## src/rtl/rv32_ctrl_pkg.sv

```systemverilog
// Shared RV32 decode constants: opcodes, funct7 values, ALU operation codes and the control bundle.
// MUL..REMU codes are contiguous in funct3 order so the M-extension decode can offset from ALU_MUL.
package rv32_ctrl_pkg;

    localparam logic [6:0] OP_R      = 7'b0110011;
    localparam logic [6:0] OP_IMM    = 7'b0010011;
    localparam logic [6:0] OP_LOAD   = 7'b0000011;
    localparam logic [6:0] OP_STORE  = 7'b0100011;
    localparam logic [6:0] OP_BRANCH = 7'b1100011;
    localparam logic [6:0] OP_JAL    = 7'b1101111;
    localparam logic [6:0] OP_JALR   = 7'b1100111;
    localparam logic [6:0] OP_LUI    = 7'b0110111;
    localparam logic [6:0] OP_AUIPC  = 7'b0010111;

    localparam logic [6:0] F7_BASE   = 7'b0000000;
    localparam logic [6:0] F7_ALT    = 7'b0100000;
    localparam logic [6:0] F7_MULDIV = 7'b0000001;

    typedef enum logic [4:0] {
        ALU_ADD    = 5'd0,
        ALU_SUB    = 5'd1,
        ALU_SLL    = 5'd2,
        ALU_SLT    = 5'd3,
        ALU_SLTU   = 5'd4,
        ALU_XOR    = 5'd5,
        ALU_SRL    = 5'd6,
        ALU_SRA    = 5'd7,
        ALU_OR     = 5'd8,
        ALU_AND    = 5'd9,
        ALU_PASSB  = 5'd10,
        ALU_MUL    = 5'd11,
        ALU_MULH   = 5'd12,
        ALU_MULHSU = 5'd13,
        ALU_MULHU  = 5'd14,
        ALU_DIV    = 5'd15,
        ALU_DIVU   = 5'd16,
        ALU_REM    = 5'd17,
        ALU_REMU   = 5'd18
    } alu_op_e;

    typedef struct packed {
        logic    reg_write;
        logic    mem_read;
        logic    mem_write;
        logic    mem_to_reg;
        logic    alu_src;
        logic    branch;
        logic    jump;
        logic    illegal;
        alu_op_e alu;
    } ctrl_t;

    // alt selects SUB (R-type only) / SRA; callers pass 0 where SUB must not apply.
    function automatic alu_op_e alu_from_funct3(input logic [2:0] funct3, input logic alt_add,
                                                input logic alt_shift);
        alu_op_e op;
        case (funct3)
            3'b000:  op = alt_add ? ALU_SUB : ALU_ADD;
            3'b001:  op = ALU_SLL;
            3'b010:  op = ALU_SLT;
            3'b011:  op = ALU_SLTU;
            3'b100:  op = ALU_XOR;
            3'b101:  op = alt_shift ? ALU_SRA : ALU_SRL;
            3'b110:  op = ALU_OR;
            default: op = ALU_AND;
        endcase
        return op;
    endfunction

endpackage

```

## src/rtl/rv32_imm_gen.sv

```systemverilog
// Combinational immediate generator: selects the I/S/B/U/J format from the opcode and sign-extends to XLEN.
module rv32_imm_gen #(
    parameter int unsigned XLEN = 32
) (
    input  logic [31:0]     instr,
    output logic [XLEN-1:0] imm
);
    import rv32_ctrl_pkg::*;

    logic [31:0] imm32;

    always_comb begin
        imm32 = '0;
        case (instr[6:0])
            OP_IMM, OP_LOAD, OP_JALR:
                imm32 = {{20{instr[31]}}, instr[31:20]};
            OP_STORE:
                imm32 = {{20{instr[31]}}, instr[31:25], instr[11:7]};
            OP_BRANCH:
                imm32 = {{19{instr[31]}}, instr[31], instr[7], instr[30:25], instr[11:8], 1'b0};
            OP_LUI, OP_AUIPC:
                imm32 = {instr[31:12], 12'b0};
            OP_JAL:
                imm32 = {{11{instr[31]}}, instr[31], instr[19:12], instr[20], instr[30:21], 1'b0};
            default:
                imm32 = '0;
        endcase
    end

    assign imm = XLEN'($signed(imm32));

endmodule

```

## src/rtl/rv32i_decode_stage.sv

```systemverilog
// Registered RV32 ID stage: decode to a control bundle held in the ID/EX register behind valid/ready.
// Define RV32_MULDIV_EN to decode the M extension and stall intake for MULDIV_LAT cycles per op.
module rv32i_decode_stage #(
    parameter int unsigned XLEN       = 32,
    parameter int unsigned ALU_CTRL_W = 5,
    parameter int unsigned MULDIV_LAT = 4
) (
    input  logic                  clk,
    input  logic                  rst,
    input  logic                  flush,
    input  logic                  in_valid,
    output logic                  in_ready,
    input  logic [31:0]           in_instr,
    input  logic [XLEN-1:0]       in_pc,
    output logic                  out_valid,
    input  logic                  out_ready,
    output logic                  out_reg_write,
    output logic                  out_mem_read,
    output logic                  out_mem_write,
    output logic                  out_mem_to_reg,
    output logic                  out_alu_src,
    output logic                  out_branch,
    output logic                  out_jump,
    output logic [ALU_CTRL_W-1:0] out_alu_ctrl,
    output logic [2:0]            out_funct3,
    output logic [4:0]            out_rd,
    output logic [4:0]            out_rs1,
    output logic [4:0]            out_rs2,
    output logic [XLEN-1:0]       out_imm,
    output logic [XLEN-1:0]       out_pc,
    output logic                  out_illegal,
    output logic                  hazard_stall
);
    import rv32_ctrl_pkg::*;

    logic [6:0]      opcode;
    logic [2:0]      funct3;
    logic [6:0]      funct7;
    logic [4:0]      rs1;
    logic [4:0]      rs2;
    ctrl_t           dec;
    logic [XLEN-1:0] imm;
    logic            reads_rs2;
    logic            hazard;
    logic            busy_free;
    logic            accept;
    logic            drain;

    assign opcode = in_instr[6:0];
    assign funct3 = in_instr[14:12];
    assign funct7 = in_instr[31:25];
    assign rs1    = in_instr[19:15];
    assign rs2    = in_instr[24:20];

    rv32_imm_gen #(.XLEN(XLEN)) u_imm_gen (
        .instr (in_instr),
        .imm   (imm)
    );

    always_comb begin
        dec     = '0;
        dec.alu = ALU_ADD;
        case (opcode)
            OP_R: begin
                if (funct7 == F7_BASE || funct7 == F7_ALT) begin
                    dec.reg_write = 1'b1;
                    dec.alu       = alu_from_funct3(funct3, funct7[5], funct7[5]);
                end
`ifdef RV32_MULDIV_EN
                else if (funct7 == F7_MULDIV) begin
                    dec.reg_write = 1'b1;
                    dec.alu       = alu_op_e'(5'(ALU_MUL) + 5'(funct3));
                end
`endif
                else begin
                    dec.illegal = 1'b1;
                end
            end
            OP_IMM: begin
                dec.reg_write = 1'b1;
                dec.alu_src   = 1'b1;
                dec.alu       = alu_from_funct3(funct3, 1'b0, in_instr[30]);
            end
            OP_LOAD: begin
                dec.reg_write  = 1'b1;
                dec.mem_read   = 1'b1;
                dec.mem_to_reg = 1'b1;
                dec.alu_src    = 1'b1;
            end
            OP_STORE: begin
                dec.mem_write = 1'b1;
                dec.alu_src   = 1'b1;
            end
            OP_BRANCH: begin
                dec.branch = 1'b1;
                dec.alu    = ALU_SUB;
            end
            OP_JAL, OP_JALR: begin
                dec.reg_write = 1'b1;
                dec.jump      = 1'b1;
                dec.alu_src   = 1'b1;
            end
            OP_LUI: begin
                dec.reg_write = 1'b1;
                dec.alu_src   = 1'b1;
                dec.alu       = ALU_PASSB;
            end
            OP_AUIPC: begin
                dec.reg_write = 1'b1;
                dec.alu_src   = 1'b1;
            end
            default: dec.illegal = 1'b1;
        endcase
    end

    assign reads_rs2 = (opcode == OP_R) || (opcode == OP_STORE) || (opcode == OP_BRANCH);

    assign hazard = out_valid && out_mem_read && (out_rd != 5'd0) && in_valid &&
                    ((rs1 == out_rd) || (reads_rs2 && (rs2 == out_rd)));

    assign in_ready     = !flush && !hazard && busy_free && (!out_valid || out_ready);
    assign hazard_stall = hazard && out_ready && !flush;
    assign accept       = in_valid && in_ready;
    // Register empties (bubble or drain) when EX took the bundle and nothing new is accepted.
    assign drain        = !accept && (flush || out_ready || !out_valid);

`ifdef RV32_MULDIV_EN
    localparam int unsigned BUSY_W = $clog2(MULDIV_LAT + 1);
    logic [BUSY_W-1:0] busy_cnt;
    logic              is_muldiv;

    assign is_muldiv = (opcode == OP_R) && (funct7 == F7_MULDIV);
    assign busy_free = (busy_cnt == '0);

    always_ff @(posedge clk or posedge rst) begin
        if (rst) begin
            busy_cnt <= '0;
        end else if (flush) begin
            busy_cnt <= '0;
        end else if (accept && is_muldiv) begin
            busy_cnt <= BUSY_W'(MULDIV_LAT - 1);
        end else if (busy_cnt != '0) begin
            busy_cnt <= busy_cnt - 1'b1;
        end
    end
`else
    assign busy_free = 1'b1;
`endif

    always_ff @(posedge clk or posedge rst) begin
        if (rst) begin
            out_valid      <= 1'b0;
            out_reg_write  <= 1'b0;
            out_mem_read   <= 1'b0;
            out_mem_write  <= 1'b0;
            out_mem_to_reg <= 1'b0;
            out_alu_src    <= 1'b0;
            out_branch     <= 1'b0;
            out_jump       <= 1'b0;
            out_illegal    <= 1'b0;
            out_alu_ctrl   <= '0;
            out_funct3     <= '0;
            out_rd         <= '0;
            out_rs1        <= '0;
            out_rs2        <= '0;
            out_imm        <= '0;
            out_pc         <= '0;
        end else if (accept) begin
            out_valid      <= 1'b1;
            out_reg_write  <= dec.reg_write;
            out_mem_read   <= dec.mem_read;
            out_mem_write  <= dec.mem_write;
            out_mem_to_reg <= dec.mem_to_reg;
            out_alu_src    <= dec.alu_src;
            out_branch     <= dec.branch;
            out_jump       <= dec.jump;
            out_illegal    <= dec.illegal;
            out_alu_ctrl   <= ALU_CTRL_W'(dec.alu);
            out_funct3     <= funct3;
            out_rd         <= in_instr[11:7];
            out_rs1        <= rs1;
            out_rs2        <= rs2;
            out_imm        <= imm;
            out_pc         <= in_pc;
        end else if (drain) begin
            out_valid      <= 1'b0;
            out_reg_write  <= 1'b0;
            out_mem_read   <= 1'b0;
            out_mem_write  <= 1'b0;
            out_mem_to_reg <= 1'b0;
            out_branch     <= 1'b0;
            out_jump       <= 1'b0;
            out_illegal    <= 1'b0;
        end
    end

endmodule
```

## config.mk

```make
export PLATFORM = sky130hd
export DESIGN_NAME = rv32i_decode_stage
export DESIGN_NICKNAME = d
export VERILOG_FILES = /design/src/rtl/rv32_ctrl_pkg.sv /design/src/rtl/rv32_imm_gen.sv /design/src/rtl/rv32i_decode_stage.sv
export SDC_FILE = /design/constraint.sdc
export NUM_CORES = 1
export LEC_CHECK = 0
export BUFFER_PORTS_ARGS = -buffer_cell sky130_fd_sc_hd__buf_2
export CAP_MARGIN = 25
export CORE_MARGIN = 2
export CORE_UTILIZATION = 37
export DETAILED_ROUTE_END_ITERATION = 8
export GPL_TIMING_DRIVEN = 0
export REMOVE_ABC_BUFFERS = 1
export SLEW_MARGIN = 20
export SYNTH_ARGS = -nofsm -noshare
export SYNTH_HDL_FRONTEND = slang
export SYNTH_SLANG_ARGS = --single-unit
```

## constraint.sdc

```tcl
create_clock -name clk -period 7.4 [get_ports clk]
set_clock_uncertainty 0.05 [all_clocks]
set_input_delay 0.37 -clock clk [delete_from_list [all_inputs] [get_ports clk]]
set_output_delay 0.37 -clock clk [all_outputs]
set_load 0.1 [all_outputs]
```

==> summary.txt <==
Worst setup path
  – Crit path kind: reg2out
  – Reg-to-Reg Start: out_rd[0]$_DFFE_PP0P_
  – R2r worst-path depth: 8
  – Cell chain of the critical path: xnor2_1 -> nand4_1 -> or3_1 -> a21oi_4 -> nor3b_1 -> buf_2
  – Worst setup EP type: output pin
  – Worst Path Arrival: approximately 2.7 ns
  – Delay of the slowest critical-path stage: about 0.47 ns
  – CP max FO: 18
  – Slowest CP cell: dfrtp_1
  – Setup crit start kind: flop
  – Crit path from: out_rd[4]$_DFFE_PP0P_
  – Crit path required time: 6.98 ns

Global route
  – Initial antenna violation count: 0
  – Largest net degree at the start of global routing: 54
  – First-pass GRT wire length: 16900 um
  – Met1 Use GR: 0.235
  – Vias in the first global route: 3209
  – Met2 Use GR: 0.287
  – GRT overflow: 0
  – Busiest grt layer: met2
  – Met3 Usage GRT: 0.0640
  – GRT Util Overall: 0.185

Clock network
  – CTS Sinks: 94
  – CTS Buf Count: 9
  – CTS tree: yes
  – Max clock buf depth: 2
  – CTS HTree Levels: 3
  – Clk pin slew, worst setup/hold paths: 0.10 ns
  – CTS Root Cell: clkbuf_8
  – Worst-skew pair later-pin latency: 0.36 ns

Synthesis
  – Most frequent cell after synthesis: dfrtp_1
  – Synth top area cells: dfrtp_1, mux2_2, a2bb2oi_1, nand2_1, mux2_4
  – Ys flop type: dfrtp_1
  – Synth cell types: 43
  – Avg Inst Size Synth: 12.5 um^2
  – Cell accounting for the most synthesized area: dfrtp_1
  – Register area share after synthesis: 0.567
  – Yosys synthesis warning count: 0
  – Post-Syn Area: 4150 um^2
  – Synth top area share: 0.567
  – EDFF count, synth: 0
  – Flops & latches, synth: 94
  – Top post-synthesis cells by count: dfrtp_1, mux2_2, nand2_1, a2bb2oi_1, nor2_1
  – Async set-reset flop share out of synthesis: 1.00
  – Cells after Synth: 332

STA
  – Hold slack: around 0.18 ns
  – Final Cycle Share: 0.416
  – Final Setup Violations: 0
  – Max-slew headroom: 0.586
  – Min Tclk post-route: 3.08 ns
  – Worst-Margin Slew: about 0.6 ns
  – Hold Violations, Final: 0
  – RSZ-0062 raised after global routing: false
  – Setup TNS: 0 ns
  – Highest clock rate: approximately 320 MHz
  – Fin. max-slew vios: 0

Placed design
  – I/O Buffers: 165
  – Gpl congestion: 0.808
  – DP HPWL: 8130 um

Drt
  – Drt via density: 5.06
  – WL final: about 11000 um
  – DRT antenna net count: 0
  – DRC violations left: 0
  – Initial DRT Pass Iterations: 4
  – Wire length per cell: 16.6 um
  – Via count: between 3k and 4k
  – DRT iter0 DRCs: 142

Finish
  – # diodes: 0
  – Area Growth Syn to Fin: 31.2%
  – # nets final: ~570
  – Multi-input gate area: 1680 um^2
  – Layout cell share with drive strength beyond 1: 0.503
  – Seq. cell area: between 2000 and 2500 um^2
  – Largest registers: out_imm (32), out_pc (32)
  – Post-layout util: 0.500
  – FILL cells: 1047

Pwr
  – P_leak: between 2 and 3 nW
  – Max VDD drop: 192 uV
  – Pwr Density: 321 nW/um^2

Die
  – DIE AREA: roughly 12000 um^2
  – Area of the core: 10900 um^2
  – Starting Density: 0.381
  – IO Pins: ~170
  – Row count: 38
  – Die width: 110 um
  – Die Height: 110 um

Outcome
  – Status: finished, final reports clean

Min path
  – Worst Hold Launch: in_pc[6]
  – Worst Hold Class: in2reg
  – Worst hold stages: 2

Run
  – Max-cap violation count: 0
==> area by class of cell <==
class | count | area share
clock buffer | 10 | 0.0235
sequential | 94 | 0.432
inverter | 6 | 0.00506
timing repair buffer | 173 | 0.181
multi-input combinational | 214 | 0.309
clock inverter | 6 | 0.0170
tap | 140 | 0.0322
==> metrics by stage <==
stage | setup WS [ns] | cell area (um^2) | cells | total power, W
floorplan | 2.40 | 4050 | 314 | 0.00124
global placement | 2.23 | 5050 | 619 | 0.00137
detailed placement | 4.27 | 5210 | 626 | 0.00138
CTS | 4.28 | 5440 | 643 | 0.00177
global route | 4.13 | 5440 | 643 | 0.00182
finish | 4.32 | 5440 | 643 | 0.00175
==> repair_timing <==
item                                    CTS  global route
hold endpoints to repair                 41             0
gates resized for setup                   0             0
hold buffers                              1             0
endpoints found under the setup margin    0             0
setup buffers                             0             0
==> power by group <==
part	switching, W	internal [W]
clock	0.000185	0.000193
sequential	0.0000403	0.000580
combinational	0.000611	0.000138
==> metal layers <==
metal / up-vias / routed length (um)
met4: 0 / 176
met5: - / 0
met2: 132 / 5010
met3: 11 / 956
met1: 1579 / 4550
li1: 1533 / -
==> placed cells by master, fill, tap and decap left out, drive strengths merged, types with 2 or more instances in the layout <==
master / count
buf: 172
dfrtp: 94
mux2: 62
nand2: 37
a2bb2oi: 19
nor2: 12
o21ai: 10
clkbuf: 10
o31ai: 9
xnor2: 8
a22o: 8
inv: 8
nand3: 4
nor2b: 4
a21oi: 4
xor2: 3
nor3: 3
nand2b: 3
and3: 3
a32o: 3
o22ai: 3
nand4: 2
or3: 2
clkinvlp: 2
bufinv: 2
==> final timing paths <==
| kind | endpoint | slack, ns |
|---|---|---|
| worst max-delay path | hazard_stall | 4.32 |
| worst min-delay path | out_pc[6]$_DFFE_PP0P_ | 0.18 |
| worst max register to register | out_pc[2]$_DFFE_PP0P_ | 4.40 |
| worst min register to register | out_branch$_DFFE_PP0P_ | 0.45 |
| max in group asynchronous | out_reg_write$_DFFE_PP0P_ | 6.19 |
| min in group asynchronous | out_pc[10]$_DFFE_PP0P_ | 0.51 |
==> worst max-delay path, delay by kind of cell, from the launching register on <==
kind / cells / cell delay (ns)
AND/OR/NAND/NOR: 3 / 0.74
XOR/XNOR: 1 / 0.18
AO/OA/AOI/OAI: 1 / 0.45
buffers and inverters: 1 / 0.45
flip-flops: 1 / 0.47
==> logic make-up after synthesis <==
family                 share of synthesized area
other                                   0.000904
AO/OA/AOI/OAI                              0.120
AND/OR/NAND/NOR                           0.0857
buffers and inverters                     0.0299
flip-flops                                 0.567
XOR/XNOR                                  0.0232
multiplexers                               0.173
No activity file was read; power rests on OpenSTA's default activity.
